==> src/rtl/status_register.sv <==
// status_register
//   Condition-flag producer at the end of the execute stage. Computes N, Z, C, V
//   for flag-setting ALU instructions, holds them in a live register, and keeps
//   a one-entry saved copy for exception entry/return.
//
// Ports
//   clk          rising-edge clock
//   rst          synchronous active-high reset
//   exe_cmd      ALU command (MOV/MVN/ADD/ADC/SUB/SBC/AND/ORR/EOR, others no effect)
//   op1, op2     first operand (Rn) and shifter output
//   s_en         S bit set and instruction valid in execute
//   cond_pass    instruction condition evaluated true
//   freeze       pipeline stall, holds all state
//   save_en      copy live flags into the saved copy
//   restore_en   copy saved flags into the live flags
//   status       live flags {z, c, n, v}, registered
//   saved_status saved flags {z, c, n, v}, registered
//   update_done  one-cycle pulse after a qualified flag-setting write
module status_register #(
  parameter int WIDTH = 32
) (
  input  logic             clk,
  input  logic             rst,
  input  logic [3:0]       exe_cmd,
  input  logic [WIDTH-1:0] op1,
  input  logic [WIDTH-1:0] op2,
  input  logic             s_en,
  input  logic             cond_pass,
  input  logic             freeze,
  input  logic             save_en,
  input  logic             restore_en,
  output logic [3:0]       status,
  output logic [3:0]       saved_status,
  output logic             update_done
);

  localparam int MSB = WIDTH - 1;

  typedef enum logic [3:0] {
    CMD_MOV = 4'b0001,
    CMD_ADD = 4'b0010,
    CMD_ADC = 4'b0011,
    CMD_SUB = 4'b0100,
    CMD_SBC = 4'b0101,
    CMD_AND = 4'b0110,
    CMD_ORR = 4'b0111,
    CMD_EOR = 4'b1000,
    CMD_MVN = 4'b1001
  } alu_cmd_e;

  // Flag positions inside the packed {z, c, n, v} word.
  localparam int FZ = 3;
  localparam int FC = 2;
  localparam int FN = 1;
  localparam int FV = 0;

  logic             cin;
  logic             upd;
  logic [WIDTH:0]   sum;
  logic [WIDTH-1:0] res;
  logic             flag_z;
  logic             flag_c;
  logic             flag_n;
  logic             flag_v;
  logic             cmd_known;
  logic [3:0]       new_flags;

  // Carry-in always comes from the registered live C, never forwarded.
  assign cin = status[FC];
  assign upd = s_en & cond_pass & ~freeze;

  // Result and arithmetic flags. Subtraction is done as op1 + ~op2 + carry so
  // that bit WIDTH of the sum is directly the NOT-borrow carry flag.
  always_comb begin
    sum       = '0;
    res       = '0;
    flag_c    = status[FC];
    flag_v    = status[FV];
    cmd_known = 1'b1;
    unique case (exe_cmd)
      CMD_MOV: res = op2;
      CMD_MVN: res = ~op2;
      CMD_AND: res = op1 & op2;
      CMD_ORR: res = op1 | op2;
      CMD_EOR: res = op1 ^ op2;
      CMD_ADD, CMD_ADC: begin
        sum    = {1'b0, op1} + {1'b0, op2}
               + ((exe_cmd == CMD_ADC) ? (WIDTH+1)'(cin) : '0);
        res    = sum[MSB:0];
        flag_c = sum[WIDTH];
        flag_v = (op1[MSB] == op2[MSB]) && (sum[MSB] != op1[MSB]);
      end
      CMD_SUB, CMD_SBC: begin
        sum    = {1'b0, op1} + {1'b0, ~op2}
               + ((exe_cmd == CMD_SUB) ? (WIDTH+1)'(1) : (WIDTH+1)'(cin));
        res    = sum[MSB:0];
        flag_c = sum[WIDTH];
        flag_v = (op1[MSB] != op2[MSB]) && (sum[MSB] != op1[MSB]);
      end
      default: cmd_known = 1'b0;
    endcase
  end

  assign flag_n = res[MSB];
  assign flag_z = (res == '0);

  // Unlisted commands leave every flag untouched.
  always_comb begin
    new_flags = status;
    if (cmd_known) begin
      new_flags[FZ] = flag_z;
      new_flags[FC] = flag_c;
      new_flags[FN] = flag_n;
      new_flags[FV] = flag_v;
    end
  end

  // Live flags: restore outranks a simultaneous update.
  always_ff @(posedge clk) begin
    if (rst) begin
      status      <= '0;
      update_done <= 1'b0;
    end else if (freeze) begin
      update_done <= 1'b0;
    end else if (restore_en) begin
      status      <= saved_status;
      update_done <= 1'b0;
    end else if (upd) begin
      status      <= new_flags;
      update_done <= 1'b1;
    end else begin
      update_done <= 1'b0;
    end
  end

  // Saved copy captures the pre-edge live value, so save+restore swaps.
  always_ff @(posedge clk) begin
    if (rst) begin
      saved_status <= '0;
    end else if (!freeze && save_en) begin
      saved_status <= status;
    end
  end

endmodule

==> config.mk <==
export PLATFORM = sky130hd
export DESIGN_NAME = status_register
export DESIGN_NICKNAME = d
export VERILOG_FILES = /design/src/rtl/status_register.sv
export SDC_FILE = /design/constraint.sdc
export NUM_CORES = 1
export LEC_CHECK = 0
export CAP_MARGIN = 20
export CORE_UTILIZATION = 61
export DETAILED_ROUTE_END_ITERATION = 8
export GPL_TIMING_DRIVEN = 1
export PLACE_DENSITY = 0.88
export REMOVE_ABC_BUFFERS = 1
export SLEW_MARGIN = 10
export SYNTH_ARGS = -nofsm -noshare
export SYNTH_HDL_FRONTEND = slang
export SYNTH_SLANG_ARGS = --single-unit
==> constraint.sdc <==
create_clock -name clk -period 12.1 [get_ports clk]
set_clock_uncertainty 0.1 [all_clocks]
set_input_delay 1.815 -clock clk [delete_from_list [all_inputs] [get_ports clk]]
set_output_delay 1.815 -clock clk [all_outputs]
set_load 0.005 [all_outputs]
After elaboration in Yosys (flattened, before gate mapping):

Index checks and enable logic that the tools add are counted.
W data, S select, Z words.

* add/sub/neg operators: 4
* equality and inequality tests: 13
* multiplexer cells: 10
* bitwise logic cells: 7
* reductions and logical operators: 14

Operators with widths (number)
* $pmux W32 S7: 1
* $add A32 B32 Y33: 2
* $add A33 B1 Y33: 2
* $and A32 B32 Y32: 1
* $logic_not A32 Y1: 1
* $not A32 Y32: 1
* $or A32 B32 Y32: 1
* $xor A32 B32 Y32: 1
* $eq A4 B3 Y1 const B: 4
* $mux W4: 3
* $reduce_or A9 Y1: 1
* $eq A4 B2 Y1 const B: 2
* $eq A4 B4 Y1 const B: 2
* $eq A4 B1 Y1 const B: 1
* $mux W1: 4
* $pmux W1 S2: 2
* $reduce_and A4 Y1: 1
* $reduce_bool A2 Y1: 2
* $reduce_or A2 Y1: 2
* $logic_and A1 B1 Y1: 3
* $ne A1 B1 Y1: 3
* $reduce_and A3 Y1: 1
* $reduce_bool A3 Y1: 1
* $reduce_or A3 Y1: 1
* 4 further kinds: 5

* bits in registers: 9
* input port bits: 75
* output and inout bits: 9
* word-level logic and storage cells: 52

Longest topological paths before layout:

Gate-level depths: netlist of run 1.

* word-level depth: 9
* gate-level depth with buffers: 16
* mapped depth without buffers: 15

Worst setup path after synthesis of run 1:

OpenSTA, ideal clock, no wires.

* kind: in2reg
* start point: input exe_cmd[3]
* end point: register status[3]
* setup time: 96 ps
* arrival time: 5313 ps
* data required time: 11904 ps
* path slack: 6592 ps
* cell stages on the path: 16
* buffers on the path: 1
* cells stage by stage: buf_6 > nor3b_2 > nand3_1 > fa_1 > inv_1 > fa_1 > a21o_4 > a311o_1 > o2111ai_2 > o21ai_2 > a21oi_1 > o41ai_1 > mux2i_1 > o2111ai_1 > o41a_1 > o41ai_2

* word-level cells in the longest chain between the ends: 8
* elaborated cells between the ends (all ways): 24
* those cells by class: add/sub (2); eq/ne (9); mux (7); reduce/logical (6)

RTL lines
* start, declared: RTL line 24 `input logic [3:0] exe_cmd,`
* $eq A4 B3 Y1 or $eq A4 B2 Y1 (tied branches)
* $mux W1 (on tied branches): RTL line 95, 88
* $add A33 B1 Y33 (on tied branches): RTL line 95, 88
* $pmux W32 S7: RTL line 80 `unique case (exe_cmd)`
* $logic_not A32 Y1: RTL line 105 `assign flag_z = (res == '0);`
* $mux W4: RTL line 110 `if (cmd_known) begin`
* $mux W4: RTL line 128 `end else if (upd) begin`
* $mux W4: RTL line 125 `end else if (restore_en) begin`
* end signal, assigned: RTL line 126 `status <= saved_status;`
* end signal, assigned: RTL line 129 `status <= new_flags;`
* end, declared: RTL line 32 `output logic [3:0] status,`

Parallel ways exist; a longest one is shown, timed or not. The select of a mux whose other input is x is not followed.
A chain may end at the register's enable or synchronous reset.

Worst setup path after layout of run 1:

Ends and elaborated chain as after synthesis.

==> results of run 1 <==
-- layout by cell type, fill, tap and decap left out, types with 5 or more instances in the layout --
master,netlist,routed
o21ai_0,47,47
o21bai_1,10,10
xnor2_1,12,12
a21o_1,10,10
nand4_1,29,29
and3_1,8,8
o32ai_1,5,5
inv_1,95,95
a31oi_1,14,14
dfxtp_1,9,9
nor2_1,83,83
and2_1,7,7
o22ai_1,7,7
ha_1,95,95
a311oi_1,6,6
mux2i_1,16,16
or4_1,5,5
clkdlybuf4s50_1,0,83
nor4_1,36,35
xor2_1,6,6
nand3_1,26,26
a211oi_1,11,11
nor2b_1,20,20
o31ai_1,14,14
nand2_1,60,60
o211ai_1,11,11
nand2b_1,9,9
nor3_1,25,25
a21oi_1,71,71
-- cell type report --
| type | count | share of cell area, % |
|---|---|---|
| multi-input cells | 741 | 76.7 |
| repair buffers | 84 | 12.3 |
| clock buffers | 4 | 0.662 |
| well taps | 129 | 2.37 |
| inverters | 96 | 5.30 |
| flip-flops and latches | 9 | 2.65 |
-- metal layers --
| layer | routed length, um | vias up | track usage [%] |
|---|---|---|---|
| li1 | - | 3378 | - |
| met1 | 9150 | 3435 | 63.2 |
| met2 | 9810 | 752 | 69.5 |
| met3 | 4060 | 142 | 13.5 |
| met4 | 1520 | 0 | 23.4 |
| met5 | 0 | - | 0 |
-- final timing paths --
path                               start  cells past startpoint                     end
setup / recovery              exe_cmd[3]                     15  status[3]$_SDFFE_PP0P_
setup reg to reg  status[2]$_SDFFE_PP0P_                     13  status[3]$_SDFFE_PP0P_
hold / removal    status[0]$_SDFFE_PP0P_                      2  status[0]$_SDFFE_PP0P_
hold reg to reg   status[0]$_SDFFE_PP0P_                      2  status[0]$_SDFFE_PP0P_
-- kinds of logic after synthesis --
logic type / share of synthesized area, %
fa+ha+maj: 21.1
simple gates: 27.6
xor+xnor: 2.63
flops: 3.00
compound gates: 32.3
mux: 3.23
buf+inv: 10.2
-- metrics by stage --
stage	hold WS, ns	util, %	cell area (um2)	cells	worst slack (ns)
6_report	0.413	72.6	6800	1063	5.22
5_1_grt	0.443	72.6	6800	1063	4.95
4_1_cts	0.408	72.6	6800	1063	5.40
3_5_place_dp	0.399	72.1	6760	1059	5.15
3_3_place_gp	0.361	72.1	6760	1059	5.25
2_1_floorplan	0.359	-	5750	846	6.71
-- critical path: cells and delay by family --
| family | cells | cell delay [ns] |
|---|---|---|
| simple gates | 3 | 1.31 |
| fa+ha+maj | 2 | 0.63 |
| buf+inv | 2 | 0.73 |
| compound gates | 8 | 2.41 |
-- Yosys cell counts, types with 5 or more instances --
cell type / count
clkbuf_1: 25
nand4_1: 29
nand2b_1: 9
o21bai_1: 10
buf_2: 7
o32ai_1: 5
inv_1: 95
o22ai_1: 7
ha_1: 95
xnor2_1: 12
nor3_1: 25
o21ai_0: 47
nor2_1: 83
nor4_1: 36
nand2_1: 60
a31oi_1: 14
a211oi_1: 11
dfxtp_1: 9
o211ai_1: 11
nand3_1: 26
xor2_1: 6
a21oi_1: 71
buf_6: 9
a311oi_1: 6
and2_1: 7
or4_1: 5
mux2i_1: 16
a21o_1: 10
o31ai_1: 14
nor2b_1: 20
and3_1: 8
-- flip-flops by register name, indices dropped and copies added, names as in the netlist --
name          count
status            4
update_done       1
saved_status      4
-- power by group --
part	leakage, nW	switching, mW	internal (mW)
clock network	0.0228	0.0132	0.0231
logic	2.83	0.211	0.119
registers	0.0729	0.000769	0.0305
==> flow_metrics.py, run 1 <==
metrics = {
    "drt": {
        "drc": 0,
        "firstDrtPassIters": 8,
        "route.vias.total": 7707,
        "wirelength_um": 24500,
        "ant_nets": 0,
        "drtIter0Drc": 1400,
        "vias_per_cell": 7.25,
        "wl_per_cell_um": 23.1,
    },
    "clock_tree": {
        "post_cts_resized": 0,
        "cts_tree": "built",
        "clk-insertion-delay-late_ns": 0.24,
        "post_cts_buffers": 0,
        "cts-hold-fix-buffers": 0,
        "cts-root-buf": "clkbuf_8",
        "cts_htree_levels": 1,
        "cts_sinks": 9,
        "clkTransAtPathRegs_ns": 0.05,
        "cts_buffers": 3,
        "cts.path.max_buffers": 2,
    },
    "placed_design": {
        "dp_hpwl_um": 19600,
        "gp_congestion": 1.09,
        "port_buffers": 83,
    },
    "layout": {
        "final.fill_count": 822,
        "synthToLayoutAreaGrowth_pct": 13.3,
        "multi_input_area_mm2": 0.00522,
        "final_layout_size_suffix_gt1_share_pct": 3.43,
        "finalNetCount": 1109,
        "num_antenna_cells": 0,
        "regArea_um2": 180,
    },
    "sta": {
        "rsz0062_at_grt": "false",
        "fin_crit_ns": 6.88,
        "tns_ns": 0,
        "post-route-period-util_pct": 56.9,
        "setup_viol": 0,
        "worst_slew_pin_slew_ns": 1.16,
        "slew_viol_final": 0,
        "fmax_mhz": 145,
        "hold_viol": 0,
        "relSlewSlack_pct": 21.9,
    },
    "worst_setup_path": {
        "path_cells": "clkdlybuf4s50_1 > or3b_2 > o21bai_1 > fa_1 > inv_1 > fa_1 > nor2_1 > o311ai_2 > a31oi_1 > a221oi_1 > a311o_1 > a2111o_1 > nor4_1 > a31oi_1 > o41ai_2",
        "r2r_slack_ns": 7.57,
        "cp_slowest_cell": "or3b_2",
        "worst_setup_path_end_kind": "register",
        "critPathKind": "primary input to register",
        "start_kind": "primary input",
        "slowest_delay_ns": 0.69,
        "worstPathArrival_ns": 6.93,
        "cp.required_ns": 12.14,
        "path_max_fanout": 14,
    },
    "die": {
        "core_area_mm2": 0.00937,
        "die_height_um": 101,
        "io_pins": 84,
        "fp-row-count": 35,
        "die_w_um": 101,
        "dieArea_mm2": 0.0102,
        "start_util_pct": 64.1,
    },
    "power_and_ir_drop": {
        "peakVddDrop_uv": 50.7,
        "power_density_mw_per_mm2": 58.5,
        "power_mw": 0.398,
        "p_leak_nw": 2.92,
    },
    "status": {
        "run_status": "finished clean",
    },
    "synth": {
        "avgSynthCellArea_um2": 6.75,
        "ys_ff_latch": 9,
        "syn-cell-area_mm2": 0.00600,
        "ys_warn_count": 0,
        "synth_top_area_share_pct": 19.8,
        "yosysTopAreaCell": "ha_1",
        "ys_types": 78,
        "async_reset_ff_share_pct": 0,
        "yosys-top-cells-area": "ha_1 (20%), inv_1 (5.9%), a21oi_1 (5.9%)",
        "synth_edf_count": 0,
        "netlist_instances": 889,
        "synthFlopType": "dfxtp_1",
        "ys_seq_area_share_pct": 3.00,
    },
    "global_routing": {
        "grt_max_degree": 19,
        "grt_pass1_wl_um": 37300,
        "grt_usage_pct": 47.4,
        "grt_pass1_vias": 6915,
        "grt_remaining_overflow": 0,
        "antenna_found_initial": 0,
    },
    "min_path": {
        "hp-class": "register to register",
    },
    "run": {
        "cap_violations": 0,
    },
}
No activity file was read; power rests on OpenSTA's default activity.
==> run 2, diff against run 1 <==
Settings changed: CORE_UTILIZATION 61 to 58, PLACE_DENSITY 0.88 to 0.84.
Clock period 12.1 ns to 6.46 ns, I/O delays scaled along.
==> run 2 against run 1 <==
- sequential power rose by 87%
- highest routed layer unchanged
- sequential cell count unchanged
- combinational power up 89%
- die area rose by 5.1%
- setup slack got worse by 4.6 ns
- critical path depth rose by 2
- cell count increased by 0.85%
- largest power group unchanged
- critical path type unchanged
- routed wire length up 3.5%
- hold slack got worse by 0.020 ns
==> flow_metrics.py, run 2 (synthesis results as in run 1) <==
metrics = {
    "clock_tree": {
        "cts_sinks": 9,
        "cts-root-buf": "clkbuf_8",
        "post_cts_buffers": 0,
        "post_cts_resized": 0,
        "clkTransAtPathRegs_ns": 0.05,
        "cts-hold-fix-buffers": 0,
        "cts_htree_levels": 1,
        "clk-insertion-delay-late_ns": 0.23,
        "cts_buffers": 3,
        "cts.path.max_buffers": 2,
        "cts_tree": "built",
    },
    "global_routing": {
        "grt_usage_pct": 45.6,
        "grt_pass1_vias": 6954,
        "grt_pass1_wl_um": 38900,
        "antenna_found_initial": 0,
        "grt_max_degree": 19,
        "grt_remaining_overflow": 0,
    },
    "die": {
        "die_w_um": 104,
        "core_area_mm2": 0.00991,
        "start_util_pct": 60.6,
        "dieArea_mm2": 0.0108,
        "die_height_um": 104,
        "io_pins": 84,
        "fp-row-count": 36,
    },
    "drt": {
        "drtIter0Drc": 1151,
        "wl_per_cell_um": 23.7,
        "ant_nets": 0,
        "drc": 0,
        "wirelength_um": 25400,
        "route.vias.total": 7623,
        "firstDrtPassIters": 6,
        "vias_per_cell": 7.11,
    },
    "sta": {
        "setup_viol": 0,
        "relSlewSlack_pct": 26.0,
        "fmax_mhz": 172,
        "slew_viol_final": 0,
        "post-route-period-util_pct": 90.1,
        "rsz0062_at_grt": "false",
        "fin_crit_ns": 5.82,
        "hold_viol": 0,
        "worst_slew_pin_slew_ns": 1.10,
        "tns_ns": 0,
        "timing.hold.ws_ns": 0.393,
        "setup_ws_ns": 0.638,
    },
    "status": {
        "run_status": "finished clean",
    },
    "worst_setup_path": {
        "reg2reg_from": "status[2]$_SDFFE_PP0P_",
        "startpoint": "exe_cmd[3]",
        "r2r_slack_ns": 2.08,
        "path_max_fanout": 9,
        "reg2reg_to": "status[3]$_SDFFE_PP0P_",
        "cp.required_ns": 6.50,
        "worstPathArrival_ns": 5.86,
        "critPathKind": "primary input to register",
        "start_kind": "primary input",
        "endpoint": "status[3]$_SDFFE_PP0P_",
        "worst_setup_path_end_kind": "register",
        "rr_worst_depth": 13,
    },
    "power_and_ir_drop": {
        "peakVddDrop_uv": 81.2,
        "power_mw": 0.753,
        "power_density_mw_per_mm2": 110,
        "p_leak_nw": 2.95,
    },
    "placed_design": {
        "gp_congestion": 1.06,
        "place_ws_ns": 0.515,
        "port_buffers": 83,
        "placedCellCount": 1068,
        "dp_hpwl_um": 20400,
        "place_area_mm2": 0.00680,
    },
    "layout": {
        "final_layout_size_suffix_gt1_share_pct": 3.94,
        "synthToLayoutAreaGrowth_pct": 14.0,
        "final.fill_count": 892,
        "top_regs": "saved_status (4), status (4), update_done (1)",
        "stdcell_count": 1072,
        "multi_input_area_mm2": 0.00522,
        "post-route-util_pct": 69.1,
        "regArea_um2": 180,
        "final_cell_mix": "inv_1 (95), ha_1 (95), nor2_1 (83), clkdlybuf4s50_1 (83), a21oi_1 (71)",
        "finalNetCount": 1114,
        "fin_area_mm2": 0.00685,
        "num_antenna_cells": 0,
    },
    "run": {
        "cap_violations": 0,
    },
    "min_path": {
        "hp-class": "register to register",
    },
}
[run 2: layout make-up]
class,instances,area share [%]
Timing Repair Buffer,89,12.8
Multi-Input combinational cell,741,76.2
Inverter,96,5.26
Tap cell,133,2.43
Sequential cell,9,2.63
Clock buffer,4,0.658
[run 2: worst min-delay path by stage]
stage / startpoint / to / slack (ns) / depth (start not counted)
final: status[0]$_SDFFE_PP0P_ / status[0]$_SDFFE_PP0P_ / 0.39 / 2
after detailed placement: status[0]$_SDFFE_PP0P_ / status[0]$_SDFFE_PP0P_ / 0.38 / 2
after global routing: status[0]$_SDFFE_PP0P_ / status[0]$_SDFFE_PP0P_ / 0.43 / 2
after CTS: status[0]$_SDFFE_PP0P_ / status[0]$_SDFFE_PP0P_ / 0.39 / 2
after global placement: status[0]$_SDFFE_PP0P_ / status[0]$_SDFFE_PP0P_ / 0.36 / 2
after floorplan: status[0]$_SDFFE_PP0P_ / status[0]$_SDFFE_PP0P_ / 0.36 / 2
[run 2: critical path, cell delays in order]
cell and delay (ns):
clkdlybuf4s50_1 0.54, buf_4 0.23, nor3b_2 0.57, nand3_1 0.19, fa_1 0.41, inv_1 0.08
fa_1 0.21, a21o_4 0.15, a311o_1 0.18, o2111ai_2 0.19, o21ai_2 0.35, nor2b_1 0.08
or4_1 0.39, nor4_1 0.42, o2111ai_1 0.17, o41a_1 0.45, o41ai_2 0.27
[run 2: per-layer routing]
layer  vias to the layer above  wire length [um]  track usage, %
met4                         0              1370            19.8
met2                       683             10300            67.0
met1                      3432             10000            62.2
li1                       3397                 -               -
met5                         -                 0               0
met3                       111              3740            11.8
[run 2: report_power, final]
| group | switching, mW | internal (mW) | total (mW) |
|---|---|---|---|
| Combinational | 0.401 | 0.226 | 0.627 |
| Sequential | 0.00141 | 0.0572 | 0.0586 |
| Clock | 0.0240 | 0.0432 | 0.0672 |
==> run 3, diff against run 2 <==
==> constraint.sdc (replaced) <==
create_clock -name clk -period 6.46 [get_ports clk]
set_clock_uncertainty 0.1 [all_clocks]
set_input_delay 1.292 -clock clk [delete_from_list [all_inputs] [get_ports clk]]
set_output_delay 1.292 -clock clk [all_outputs]
set_load 0.005 [all_outputs]
==> run 3 against run 2 <==
- global-route usage down 0.19 points
- cell count is 1.1% higher
- die area unchanged
- critical path type unchanged
- setup slack improved by 0.0075 ns
- count of clock-buffer cells in the layout unchanged
- core utilization increased by 0.91 points
- maximum frequency rose by 0.13%
- register-to-register slack better by 0.08 ns
- sequential power hardly changed
- via count increased by 1.0%
- routed wire length decreased by 0.90%
- largest power group unchanged
==> flow_metrics.py, run 3 (synthesis results as in run 1) <==
metrics = {
    "status": {
        "run_status": "finished clean",
    },
    "worst_setup_path": {
        "critical-path-top-delay-family": "compound AO/OA/AOI/OAI gates",
        "r2r_slack_ns": 2.16,
        "worstPathArrival_ns": 5.85,
        "start_kind": "primary input",
        "slowest_delay_ns": 0.59,
        "reg2reg_from": "status[2]$_SDFFE_PP0P_",
        "rr_worst_depth": 13,
        "path_max_fanout": 8,
        "reg2reg_to": "status[3]$_SDFFE_PP0P_",
        "worst_setup_path_end_kind": "register",
        "cp_slowest_cell": "clkdlybuf4s50_1",
        "critPathKind": "primary input to register",
        "cp.required_ns": 6.49,
        "path_cells": "clkdlybuf4s50_1 > or3b_2 > o21bai_1 > fa_1 > inv_1 > fa_1 > nor2_1 > o311ai_2 > a31oi_1 > a221oi_1 > a311o_1 > a2111o_1 > nor4_1 > a31oi_1 > o41ai_2",
        "path_buf_inv": 2,
    },
    "global_routing": {
        "grt_max_degree": 19,
        "grt_remaining_overflow": 0,
        "grt_pass1_wl_um": 38800,
        "antenna_found_initial": 0,
        "grt_usage_pct": 45.4,
        "grt_pass1_vias": 7173,
    },
    "die": {
        "start_util_pct": 60.6,
        "fp-row-count": 36,
        "io_pins": 84,
        "die_w_um": 104,
        "dieArea_mm2": 0.0108,
        "die_height_um": 104,
        "core_area_mm2": 0.00991,
    },
    "placed_design": {
        "port_buffers": 83,
        "dp_hpwl_um": 20400,
        "gp_congestion": 1.06,
        "place_ws_ns": 0.524,
        "place_area_mm2": 0.00689,
        "placedCellCount": 1080,
    },
    "power_and_ir_drop": {
        "peakVddDrop_uv": 82.9,
        "p_leak_nw": 3.01,
        "power_mw": 0.760,
        "power_density_mw_per_mm2": 110,
    },
    "drt": {
        "route.vias.total": 7699,
        "wirelength_um": 25200,
        "drtIter0Drc": 1252,
        "ant_nets": 0,
        "drc": 0,
        "firstDrtPassIters": 6,
        "wl_per_cell_um": 23.2,
        "vias_per_cell": 7.10,
    },
    "sta": {
        "post-route-period-util_pct": 90.0,
        "slew_viol_final": 0,
        "tns_ns": 0,
        "rsz0062_at_grt": "false",
        "worst_slew_pin_slew_ns": 0.960,
        "fin_crit_ns": 5.81,
        "relSlewSlack_pct": 35.4,
        "setup_viol": 0,
        "fmax_mhz": 172,
        "timing.hold.ws_ns": 0.403,
        "setup_ws_ns": 0.645,
        "hold_viol": 0,
    },
    "clock_tree": {
        "cts_sinks": 9,
        "cts_htree_levels": 1,
        "cts_buffers": 3,
        "cts_tree": "built",
        "post_cts_buffers": 0,
        "clkTransAtPathRegs_ns": 0.05,
        "cts-root-buf": "clkbuf_8",
        "cts-hold-fix-buffers": 0,
        "cts.path.max_buffers": 2,
        "post_cts_resized": 0,
        "clk-insertion-delay-late_ns": 0.23,
    },
    "min_path": {
        "hold_path_startpoint": "status[0]$_SDFFE_PP0P_",
        "min_path_cells": 2,
        "hp-class": "register to register",
        "min_delay_worst_endpoint": "status[0]$_SDFFE_PP0P_",
    },
    "layout": {
        "stdcell_count": 1084,
        "fin_area_mm2": 0.00694,
        "top_regs": "saved_status (4), status (4), update_done (1)",
        "num_antenna_cells": 0,
        "finalNetCount": 1126,
        "final_cell_mix": "inv_1 (95), ha_1 (95), nor2_1 (83), clkdlybuf4s50_1 (83), a21oi_1 (71)",
        "post-route-util_pct": 70.0,
        "final_layout_size_suffix_gt1_share_pct": 5.15,
        "synthToLayoutAreaGrowth_pct": 15.5,
    },
    "run": {
        "cap_violations": 0,
    },
}
==> run 3: cell types whose count changed in the layout (fill, tap and decap cells not counted), sizes merged <==
cell,change
buf,+12
==> run 3: layout make-up <==
| cell class | count | area [um2] |
|---|---|---|
| multi-input combinational | 741 | 5220 |
| fill | 839 | 2970 |
| timing repair buffer | 101 | 966 |
| inverter | 96 | 360 |
| sequential | 9 | 180 |
| tap | 133 | 166 |
| clock buffer | 4 | 45.0 |
==> run 3: tightest hold or removal path: cells and delay by family, from the launching register on <==
| family | cells | cell delay [ns] |
|---|---|---|
| flip-flops | 1 | 0.32 |
| AND/OR/NAND/NOR | 1 | 0.06 |
| AO/OA/AOI/OAI | 1 | 0.07 |
==> run 3: how the worst max path moves through the flow <==
stage                    start                      to  depth (start not counted)
detailed placement  exe_cmd[2]  status[3]$_SDFFE_PP0P_                         15
global placement    exe_cmd[2]  status[3]$_SDFFE_PP0P_                         15
floorplan           exe_cmd[3]  status[3]$_SDFFE_PP0P_                         15
global route        exe_cmd[2]  status[3]$_SDFFE_PP0P_                         15
CTS                 exe_cmd[2]  status[3]$_SDFFE_PP0P_                         15
finish              exe_cmd[2]  status[3]$_SDFFE_PP0P_                         15
==> run 3: power by group <==
part / internal, mW / switching [mW] / leakage [nW]
clock: 0.0432 / 0.0240 / 0.0228
combinational: 0.233 / 0.401 / 2.91
sequential: 0.0571 / 0.00132 / 0.0729
==> run 3: routing by layer <==
metal / share of wire (%) / vias to the layer above / GRT usage, % / wire (um)
li1: - / 3420 / - / -
met1: 38 / 3445 / 58.5 / 9570
met2: 40 / 694 / 68.6 / 10100
met3: 16 / 140 / 14.9 / 4050
met4: 5.8 / 0 / 19.9 / 1460
met5: 0 / - / 0 / 0
